## src/rtl/clcg_word_gen.sv

```systemverilog
// Dual coupled-LCG pseudorandom generator: four shift-add LCGs feed a CLCG or
// decimated dual-CLCG bit stream, packed MSB-first into words on a valid/ready port.
module clcg_word_gen #(
  parameter int unsigned WIDTH = 8,
  parameter int unsigned SW    = 3,
  parameter int unsigned WORD  = 8
) (
  input  logic             clk,
  input  logic             rst,
  input  logic             start,
  input  logic             mode,
  input  logic [WIDTH-1:0] x0,
  input  logic [WIDTH-1:0] y0,
  input  logic [WIDTH-1:0] p0,
  input  logic [WIDTH-1:0] q0,
  input  logic [SW-1:0]    r1,
  input  logic [SW-1:0]    r2,
  input  logic [SW-1:0]    r3,
  input  logic [SW-1:0]    r4,
  input  logic [WIDTH-1:0] b1,
  input  logic [WIDTH-1:0] b2,
  input  logic [WIDTH-1:0] b3,
  input  logic [WIDTH-1:0] b4,
  output logic [WORD-1:0]  out_word,
  output logic             out_valid,
  input  logic             out_ready,
  output logic             busy
);

  localparam int unsigned CW = (WORD > 1) ? $clog2(WORD) : 1;

  typedef enum logic {IDLE, RUN} state_t;

  state_t           state;
  logic [WIDTH-1:0] x, y, p, q;
  logic [SW-1:0]    rx, ry, rp, rq;
  logic [WIDTH-1:0] bx, by, bp, bq;
  logic             run_mode;
  logic [WORD-2:0]  acc;
  logic [CW-1:0]    cnt;

  logic [WIDTH-1:0] x_n, y_n, p_n, q_n;
  logic             bit_b, bit_c, emit, last, stall;
  logic [WORD-1:0]  acc_n;

  // One LCG step: s*(2^r + 1) + b, wrapped to WIDTH bits.
  function automatic logic [WIDTH-1:0] lcg_step(input logic [WIDTH-1:0] s,
                                                input logic [SW-1:0]    sh,
                                                input logic [WIDTH-1:0] inc);
    return s + (s << sh) + inc;
  endfunction

  always_comb begin
    x_n   = lcg_step(x, rx, bx);
    y_n   = lcg_step(y, ry, by);
    p_n   = lcg_step(p, rp, bp);
    q_n   = lcg_step(q, rq, bq);
    bit_b = (x_n > y_n);
    bit_c = (p_n > q_n);
    emit  = !run_mode || !bit_c;
    last  = (cnt == CW'(WORD - 1));
    // Freeze only when the next emitted bit would overwrite an unconsumed word.
    stall = out_valid && !out_ready && last;
    acc_n = {acc, bit_b};
  end

  always_ff @(posedge clk) begin
    if (rst) begin
      state     <= IDLE;
      x         <= '0;
      y         <= '0;
      p         <= '0;
      q         <= '0;
      rx        <= '0;
      ry        <= '0;
      rp        <= '0;
      rq        <= '0;
      bx        <= '0;
      by        <= '0;
      bp        <= '0;
      bq        <= '0;
      run_mode  <= 1'b0;
      acc       <= '0;
      cnt       <= '0;
      out_word  <= '0;
      out_valid <= 1'b0;
      busy      <= 1'b0;
    end else begin
      if (out_valid && out_ready) begin
        out_valid <= 1'b0;
      end
      if (start) begin
        state    <= RUN;
        busy     <= 1'b1;
        x        <= x0;
        y        <= y0;
        p        <= p0;
        q        <= q0;
        rx       <= r1;
        ry       <= r2;
        rp       <= r3;
        rq       <= r4;
        bx       <= b1;
        by       <= b2;
        bp       <= b3;
        bq       <= b4;
        run_mode <= mode;
        acc      <= '0;
        cnt      <= '0;
      end else if (state == RUN && !stall) begin
        x <= x_n;
        y <= y_n;
        p <= p_n;
        q <= q_n;
        if (emit) begin
          acc <= acc_n[WORD-2:0];
          if (last) begin
            // Completion overrides a same-cycle consume: no bubble.
            out_word  <= acc_n;
            out_valid <= 1'b1;
            cnt       <= '0;
          end else begin
            cnt <= cnt + CW'(1);
          end
        end
      end
    end
  end

endmodule

```

## config.mk

```make
export PLATFORM = sky130hd
export DESIGN_NAME = clcg_word_gen
export DESIGN_NICKNAME = d
export VERILOG_FILES = /design/src/rtl/clcg_word_gen.sv
export SDC_FILE = /design/constraint.sdc
export NUM_CORES = 1
export LEC_CHECK = 0
export ABC_AREA = 1
export CORE_UTILIZATION = 40
export CTS_BUF_LIST = sky130_fd_sc_hd__clkbuf_16
export CTS_CLUSTER_DIAMETER = 60
export DETAILED_ROUTE_END_ITERATION = 7
export PLACE_DENSITY = 0.61
export SYNTH_ARGS = -nofsm -noshare
export SYNTH_HDL_FRONTEND = slang
export SYNTH_SLANG_ARGS = --single-unit
export TNS_END_PERCENT = 20
```

## constraint.sdc

```tcl
create_clock -name clk -period 3.4 [get_ports clk]
set_clock_uncertainty 0.15 [all_clocks]
set_input_delay 0.34 -clock clk [delete_from_list [all_inputs] [get_ports clk]]
set_output_delay 0.34 -clock clk [all_outputs]
set_load 0.1 [all_outputs]
```

# Yosys cells after proc, flatten, opt, wreduce, memory -nomap -nowiden
# Index checks and enable logic that the tools add are counted.
# Widths: inputs -> output; s select.
# op_classes
n_addsub	9
mul	0
div	0
magnitude_cmp	2
n_eq_ne	1
shift	4
mux	14
bitwise	1
reduce_logical	13
# op_table
op	n
$add 8x8->8	8
$mux 8	8
$shl 8x3->8	4
$gt 8x8->1	2
$mux 1	5
$logic_and 1x1->1	4
$logic_not 1->1	4
$reduce_and 4->1	1
$add 3x1->3 const B	1
$eq 3x3->1 const B	1
$mux 3	1
$reduce_and 2->1	1
$reduce_bool 2->1	1
$reduce_or 2->1	1
$logic_or 1x1->1	1
$not 1->1	1
# word_totals
register_bits	97
latchBits	0
ram_bits	0
romBits	0
inputBits	81
output_inout_bits	10
n_memories	0

# Depth between registers and ports, before layout
# logic_depth
word_depth	9
ltp_mapped	27
depth_no_buf	26

# Least setup slack after synthesis
# OpenSTA, ideal clock, no wires.
# synth_timing
kind	register to register
start	register rp[0]
end	register out_word[1]
setup_ns	0.119
arrival_time_ns	3.328
setup_slack_ns	-0.197
stages_incl_launch_ff	24
path_cell_list	dfxtp_1 buf_6 inv_4 nand2_1 a21oi_1 a31oi_1 nor2_1 fa_1 inv_1 fa_1 inv_1 nand2_1 o211ai_1 nand3_1 and2_1 ha_1 nand2_1 nor2_1 nand4_1 nand3_4 buf_6 nand3_1 nand2_1 nor2_1
# synth_between
elab_chain_len	7
# synth_rtl
element	line_no	rtl
start: declaration	36	logic [SW-1:0] rx, ry, rp, rq;
start signal: assignment	101	rp <= r3;
$shl 8x3->8	50	return s + (s << sh) + inc;
$add 8x8->8 (2 in series)	50	
$gt 8x8->1	59	bit_c = (p_n > q_n);
$logic_not 1->1	60	emit = !run_mode || !bit_c;
$logic_or 1x1->1	60	
$reduce_and 4->1 (no source line)	n/a	
end signal: assignment	119	out_word <= acc_n;
end: declaration	24	output logic [WORD-1:0] out_word,
# No other way between the ends.
# A chain may end at the register's enable or synchronous reset.

# Worst setup path in the final report
# layout_timing
start	register rp[0]
end	register acc[0]
# layout_between
elab_chain_len	7
# layout_rtl
element	line_no	rtl
$shl 8x3->8	50	
$add 8x8->8 (2 in series)	50	
$gt 8x8->1	59	
$logic_not 1->1	60	
$logic_or 1x1->1	60	
$reduce_and 2->1 (no source line)	n/a	
end signal: assignment	116	acc <= acc_n[WORD-2:0];
end: declaration	39	logic [WORD-2:0] acc;
# No other way between the ends.

==> summary.txt <==
Logic synthesis
  • Seq cells post-synth: 97
  • Synth Net Count: 1120
  • Seq/Total Area, Yosys: 0.281
  • Mean area per synthesized cell: 7.17 um2
  • Ys async rst share: 0
  • Post-synth cell types: 44
  • Mapped Cells: 965
  • Synth top area share: 0.281
  • Synth area leaders: dfxtp_1, nand2_1, fa_1, ha_1, nand3_1
  • Synth warn: 0
  • Yosys top cell by area: dfxtp_1
  • Syn Std Cell Area: 6920 um2
  • Number of synthesized flops with an enable pin: 0
  • Top_reg_cell synth: dfxtp_1

Cells and area
  • Design area: 9630 um2
  • Diode count: 0
  • Synth-to-Final Area Change: 39.2%
  • Most frequent cells in the layout: nand2_1, buf_4, nor2_1
  • Fin cells: 1402
  • FILL cells: 1600
  • Most common cell after layout, fill and taps aside: nand2_1
  • Layout net count: 1332
  • Fraction of layout cells with a size suffix above 1: 0.220

Route
  • Post-DR vias/cell: 4.97
  • Drt drc: 0
  • DRT Wirelength: 19200 um
  • Drt wl/cell: 13.7 um
  • Drt pass-1 iters: 5
  • Via Count: 6966
  • DRT antenna net count: 0
  • Initial DRC Count: 414

GRT
  • GRT Util Overall: 0.226
  • First-pass GRT wire length: 32200 um
  • GR Overflow Total: 0
  • Antenna violations before repair: 0
  • Largest net degree at the start of global routing: 70
  • Vias in the first global route: 6669

Timing
  • Final Hold Fails: 0
  • FMAX: 255 MHz
  • Final setup margin: -520 ps
  • Least-Margin Pin Slew: 974 ps
  • RSZ-0062 raised after global routing: yes
  • Hold_ws: 322 ps
  • Slew Limit Fails: 0
  • # setup viols final: 19
  • Setup_tns: -8560 ps
  • Min Tclk post-route: 3920 ps
  • Crit share post-route: 1.15
  • Slew headroom: 0.348

CTS
  • Skew-Pair Late Insertion Delay: 350 ps
  • Hold bufs inserted after CTS: 0
  • CTS Sinks: 97
  • Clk pin slew, worst setup/hold paths: 70 ps
  • Root Buffer: clkbuf_16
  • H-tree levels: 3
  • CTS tree: done
  • Deepest clock path buffer count: 2
  • CTS Buf Count: 9

Placed design
  • Post-Place Cells: 1381
  • Port bufs: 90
  • GP Congestion: 0.912
  • Area after DPL: 9050 um2
  • DPL Wire Length: 14100 um

Power
  • Cell Pwr Density: 478 nW/um2
  • Power Total: 4610 uW
  • P_leak: 0.00441 uW
  • Max VDD drop: 0.000310 V

Worst setup path
  • Crit start category: register
  • CP required: 3540 ps
  • Worst Path Max Fanout: 4
  • Crit end category: register
  • Critical path class: reg -> reg
  • Critical Path AT: 4060 ps

Floorplanning
  • Site Rows: 47
  • Chip Width: 134 um
  • Die area: 17800 um2
  • Initial core utilization: 0.413
  • Die Span Y: 134 um
  • # IOs: 91
  • Core ar.: 16800 um2

Job
  • Max-cap violations: 0

Outcome
  • Failing checks: negative setup slack
  • Status: finished with violations

Hold path
  • Hold Crit Class: reg -> reg
-- metrics by stage --
step                      setup slack [ps]   util
after floorplan                       -111      -
after global placement                -631  0.540
after detailed placement              -623  0.540
after CTS                             -462  0.571
after global routing                  -750  0.575
final                                 -520  0.575
-- registers in the layout, indices dropped and copies added (netlist names) --
signal and count:
run_mode 1, out_valid 1, bq 8, out_word 8
ry 3, p 8, by 8, acc 7
x 8, bp 8, cnt 3, bx 8
state 1, rq 3, rx 3, q 8
y 8, rp 3
-- final cells by class --
cell class | count | area (um2) | share of cell area
inverters | 96 | 377 | 0.0391
multi-input cells | 730 | 4580 | 0.475
well taps | 220 | 275 | 0.0286
repair buffers | 243 | 2160 | 0.224
clock inverters | 7 | 68.8 | 0.00714
clock buffers | 9 | 225 | 0.0234
flip-flops and latches | 97 | 1950 | 0.202
-- power breakdown --
group | switching, uW | total [uW] | leakage [uW] | internal, uW
clock network | 475 | 1050 | 0.000144 | 571
registers | 78.4 | 1300 | 0.000802 | 1220
logic | 1130 | 2260 | 0.00346 | 1130
total | 1690 | 4610 | 0.00441 | 2920
-- repair_timing --
item                                    in CTS  in global routing
buffers inserted                             4                  0
hold endpoints to repair                     0                  0
resized for setup                           36                 18
pin swaps                                   12                 20
cloned                                       2                  0
endpoints found under the setup margin      19                 19
-- metal layers --
| layer | track usage | wire (um) | up-vias |
|---|---|---|---|
| met5 | 0 | 0 | - |
| met4 | 0.0391 | 102 | 0 |
| met3 | 0.0388 | 762 | 6 |
| met2 | 0.377 | 8850 | 155 |
| met1 | 0.309 | 9500 | 3204 |
| li1 | - | - | 3601 |
-- worst max-delay path: stages, from the launching register on --
cell and delay, ps:
dfxtp_2 340, bufbuf_16 260, nand2_1 40, o21ai_1 60, o211ai_1 160, o21ai_1 130
fa_1 540, ha_4 320, nand2_4 50, nor2_2 110, nand2_1 60, o211ai_1 100
nand3_1 130, and2_4 190, ha_4 280, nand2_4 60, o21a_1 180, nand2_2 80
nand3_4 150, buf_6 170, buf_6 110, nand3_2 40, nand2_1 60, nor2_1 100
-- cell families (layout without fill, tap and decap cells) --
group                      after synthesis  count (layout)  synth area share
muxes                                    4               4           0.00578
AOI/OAI and AO/OA                      188             188             0.149
DFF                                     97              97             0.281
buffers and inverters                  138             355            0.0915
and+or+nand+nor                        448             448             0.283
adders and majority gates               74              74             0.168
xor gates and xnor gates                16              16            0.0213
-- path summary, 6_finish.rpt --
| kind | start | end | depth (start not counted) | slack [ps] |
|---|---|---|---|---|
| max | rp[0] | acc[0] | 23 | -520 |
| min | bp[7] | bp[7] | 2 | 320 |
| max reg2reg | rp[0] | acc[0] | 23 | -520 |
| min reg2reg | bp[7] | bp[7] | 2 | 320 |
-- Yosys cell counts, types with 3 or more instances --
cell	n
mux2i_1	4
nand3_1	80
nand2_2	9
xnor2_1	10
nand2b_1	3
nor2_1	104
o21ai_1	9
xor2_1	5
inv_1	84
inv_4	3
a21oi_1	71
a22oi_1	4
inv_2	7
buf_2	12
nand2_1	218
ha_1	42
buf_4	3
o21ai_0	72
clkbuf_1	16
dfxtp_1	97
nand3b_1	6
nand3_2	10
o211ai_1	5
buf_6	10
a31oi_1	20
nand4_1	7
fa_1	32
No activity file was read; power rests on OpenSTA's default activity.
==> RTL change 1, RTL diff (same settings) <==
Make the reset (`rst`) asynchronous in one clocked block.
--- a/src/rtl/clcg_word_gen.sv
+++ b/src/rtl/clcg_word_gen.sv
@@ -64,7 +64,7 @@
     acc_n = {acc, bit_b};
   end
 
-  always_ff @(posedge clk) begin
+  always_ff @(posedge clk or posedge rst) begin
     if (rst) begin
       state     <= IDLE;
       x         <= '0;
Check against the original RTL: differs if rst is asserted again (counterexample within 4 cycles, from zero or initial values and one cycle with rst high); with rst held inactive, the same outputs for 4 cycles.
==> RTL change 1 against the unedited design <==
The flow still finishes with violations (setup timing); utilization is 2.3 points higher; sequential cell count unchanged; critical path depth fell by 2; sequential share of layout area up 4.0 points; final area increased by 4.4%; wire length rose by 4.3%; critical path type unchanged; worst setup slack improved by 81 ps; worst hold slack worse by 64 ps; synthesized area grew 0.94%.
Power is not compared: it rests on default switching activity, and its combinational part moved more than twofold at a synthesized area within 25%.
==> RTL change 1: results (changes against the unedited design) <==
status: finished with violations (unchanged)
failing checks: setup timing (unchanged)
post-synthesis mux area share: 0% (was 0.578%)
Final setup viols: 19 (unchanged)
Post-Synth Adder-Cell Area: 16.7% (was 16.8%)
min-delay worst type: input pin to async pin (was flip-flop to flip-flop)
vias per inst: 4.90 (was 4.97)
placed insts: 1330 (was 1381)
Slowest-stage cell, CP: dfrtp_2 (was fa_1)
most area-consuming cells after synthesis: dfrtp_1 35%, nand2_1 18%, fa_1 9.2% (was dfxtp_1 28%, nand2_1 12%, fa_1 9.3%)
global-route wire length before repair: 32.5 mm (was 32.2 mm)
post-synthesis compound-gate area fraction: 10.4% (was 14.9%)
Post-synth ARST share: 100% (was 0%)
Arr. time, crit path: 3930 ps (was 4060 ps)
XOR/XNOR Fraction of Synth Area: 2.01% (was 2.13%)
CP max stage delay: 520 ps (was 540 ps)
register area share after synthesis: 34.7% (was 28.1%)
actual slew at the worst max-slew pin: 983 ps (was 974 ps)
Fillers: 1543 (was 1600)
gr usage total: 23.2% (was 22.6%)
Fin Setup TNS: -7130 ps (was -8560 ps)
post-synth cell types: 38 (was 44)
layout cells sized above 1: 25.2% (was 22.0%)
Placement Setup Slack: -574 ps (was -623 ps)
PnR worst setup slack: -439 ps (was -520 ps)
dpl hpwl: 14.3 mm (was 14.1 mm)
[RTL change 1: changes by cell type in the layout (fill, tap and decap cells not counted), moves of 14 or more]
cell and delta:
nand2_1 +104, dfxtp_1 -94, dfrtp_1 +91, nor2_1 -80, a21oi_1 -39, o21ai_0 -33, a31oi_1 -14
[RTL change 1: cell families after synthesis]
logic type / after synthesis
flops: 97
xor+xnor: 16
fa+ha+maj: 74
buf+inv: 128
simple gates: 474
compound gates: 119
[RTL change 1: final timing paths]
kind                              from          end  slack (ps)  depth (start not counted)
setup / recovery                 rp[0]       cnt[2]        -440                         21
hold / removal                     rst  out_word[4]         260                          2
setup reg to reg                 rp[0]       cnt[2]        -440                         21
hold reg to reg            out_word[1]  out_word[1]         330                          2
max in group asynchronous          rst        ry[0]        2130                          3
min in group clk                 start        bx[0]         260                          3
[RTL change 1: repair_timing]
action	4_1_cts	5_1_grt
pin swaps	21	21
hold buffers	0	0
endpoints found under the setup margin	19	20
setup buffers	8	3
gates cloned	1	2
resized for setup	44	64
[RTL change 1: cell type report]
class,instances,area (um^2),area share [%]
multi-input cells,684,4550,45.2
flip-flops and latches,97,2430,24.2
repair buffers,243,2130,21.2
inverters,100,393,3.91
well taps,220,275,2.74
clock buffers,9,225,2.24
clock inverters,7,46.3,0.460
[RTL change 1: layer usage]
layer,track usage [%],up-vias,part of all wire [%]
li1,-,3403,-
met3,4.46,32,4.0
met2,39.5,146,49
met4,7.43,0,1.9
met1,29.6,3084,45
met5,0,-,0
[RTL change 1: where the power goes]
part	switching, mW	leakage (nW)	total, mW	internal (mW)
clock network	0.478	0.129	0.973	0.496
logic	4.55	3.68	9.24	4.69
registers	0.242	1.19	1.66	1.42
==> RTL change 2, RTL diff (same flow settings) <==
Made on the original files. Change the parameter `SW` from 3 to 5.
--- a/src/rtl/clcg_word_gen.sv
+++ b/src/rtl/clcg_word_gen.sv
@@ -2,7 +2,7 @@
 // decimated dual-CLCG bit stream, packed MSB-first into words on a valid/ready port.
 module clcg_word_gen #(
   parameter int unsigned WIDTH = 8,
-  parameter int unsigned SW    = 3,
+  parameter int unsigned SW    = 5,
   parameter int unsigned WORD  = 8
 ) (
   input  logic             clk,
Interface: changed (resized r1, r2, r3 and r4); port bits go from 91 to 99. No check against the original RTL was run, so the function may have changed too.
==> RTL change 2 against the unedited design <==
The run still ends with setup timing left; via count up 4.4%; worst setup slack got worse by 100 ps; count of clock-buffer cells in the layout is the same; final cell count is 4.0% higher; first-iteration DRC count decreased by 13%; power is 1.7% lower; final area grew 6.5%; wire length is 10% higher; critical path type unchanged; synthesized area grew 2.8%; fmax down 2.5%; sequential power increased by 7%; sequential cell count increased by 8.
==> RTL change 2: results (changes against the unedited design) <==
status: finished with violations (unchanged)
failing checks: setup timing (unchanged)
register area share after synthesis: 29.5% (was 28.1%)
DRT iter0 DRCs: 361 (was 414)
syn nets: 1141 (was 1120)
post-synthesis instance total: 978 (was 965)
dpl hpwl: 15.4 mm (was 14.1 mm)
placed insts: 1423 (was 1381)
CP max FO: 6 (was 4)
XOR/XNOR Fraction of Synth Area: 2.34% (was 2.13%)
Final setup viols: 19 (unchanged)
post-synth cell types: 45 (was 44)
global-route wire length before repair: 34.5 mm (was 32.2 mm)
actual slew at the worst max-slew pin: 972 ps (was 974 ps)
gr usage total: 24.3% (was 22.6%)
largest net degree at the start of global routing: 53 (was 70)
Placement Setup Slack: -720 ps (was -623 ps)
total number of vias: 7275 (was 6966)
PnR worst setup slack: -622 ps (was -520 ps)
count of input and output buffers: 98 (was 90)
most area-consuming cells after synthesis: dfxtp_1 30%, nand2_1 11%, fa_1 9.0% (was dfxtp_1 28%, nand2_1 12%, fa_1 9.3%)
Pre-antenna DRT Iters: 4 (was 5)
post-synthesis mux area share: 0% (was 0.578%)
layout cells sized above 1: 26.5% (was 22.0%)
Synth top cells by count: 203 x nand2_1, 117 x nor2_1, 105 x dfxtp_1 (was 218 x nand2_1, 104 x nor2_1, 97 x dfxtp_1)
==> RTL change 2: cell types whose count changed after synthesis, sizes merged, moves of 6 or more <==
| cell | delta |
|---|---|
| a21oi | -6 |
| nor2 | +15 |
| a21boi | +6 |
| nand3 | -15 |
| nand2 | -18 |
| a31oi | +8 |
| nand3b | -6 |
| dfxtp | +8 |
| o21ai | +10 |
==> RTL change 2: repair_timing <==
action                                  CTS  global route
resized for setup                        52            46
pin swaps                                30            37
endpoints found under the setup margin   19            23
buffers inserted                         15             2
endpoints found under the hold margin     0             0
gates cloned                              3             0
==> RTL change 2: cells by family after synthesis <==
family,after synthesis
xor+xnor,19
compound gates,218
fa+ha+maj,74
flops,105
buf+inv,139
simple gates,423
==> RTL change 2: power breakdown <==
group	internal, mW	total [mW]	switching (mW)
clock network	0.512	1.04	0.527
registers	1.31	1.39	0.0792
logic	1.07	2.10	1.03
total	2.89	4.53	1.64
==> RTL change 2: stage by stage <==
stage | instance area, um^2 | hold WS [ps] | TNS [ps] | power, mW | utilization [%]
final | 10300 | 260 | -11330 | 4.53 | 59.1
after global routing | 10300 | 289 | -15100 | 4.86 | 59.1
after CTS | 10100 | 260 | -10350 | 4.52 | 58.3
after detailed placement | 9440 | 305 | -13000 | 3.25 | 54.4
after global placement | 9440 | 305 | -12660 | 3.23 | 54.4
after floorplan | 7180 | 289 | -6090 | 2.47 | -
==> RTL change 2: final timing paths <==
kind | from | to | slack [ps] | cells past startpoint
min reg2reg | out_word[2] | out_word[2] | 320 | 2
min | start | state | 260 | 3
max reg2reg | rq[4] | acc[0] | -620 | 25
max | rq[4] | acc[0] | -620 | 25
==> RTL change 2: final cells by class <==
type	instances	area (um^2)
Timing Repair Buffer	281	2400
Inverter	96	373
Fill cell	1641	7090
Sequential cell	105	2120
Clock inverter	7	61.3
Clock buffer	9	225
Tap cell	225	282
Multi-Input combinational cell	735	4800
==> RTL change 2: worst register-to-register path: stages, from the launching register on <==
cell and delay, ps:
dfxtp_4 360, inv_4 70, buf_6 120, nand3_4 70, nand2_4 80, nand2_4 50, nor2_4 90, fa_1 400
ha_2 220, fa_2 390, nand3_2 70, nand3_2 60, a21o_1 190, a21oi_2 150, inv_1 60, nand2_2 70
nand2_2 60, ha_4 270, nand4_1 160, nor2_1 160, nand3_2 120, nand3_4 140, buf_12 160, nand2_8 70
o21ai_2 130, nor2_1 50
==> RTL change 2: layer usage <==
| metal | GRT usage [%] | part of all wire (%) | up-vias |
|---|---|---|---|
| met3 | 4.53 | 3.6 | 33 |
| met1 | 32.2 | 48 | 3383 |
| met4 | 7.18 | 2.1 | 0 |
| met5 | 0 | 0 | - |
| met2 | 40.2 | 47 | 119 |
| li1 | - | - | 3740 |
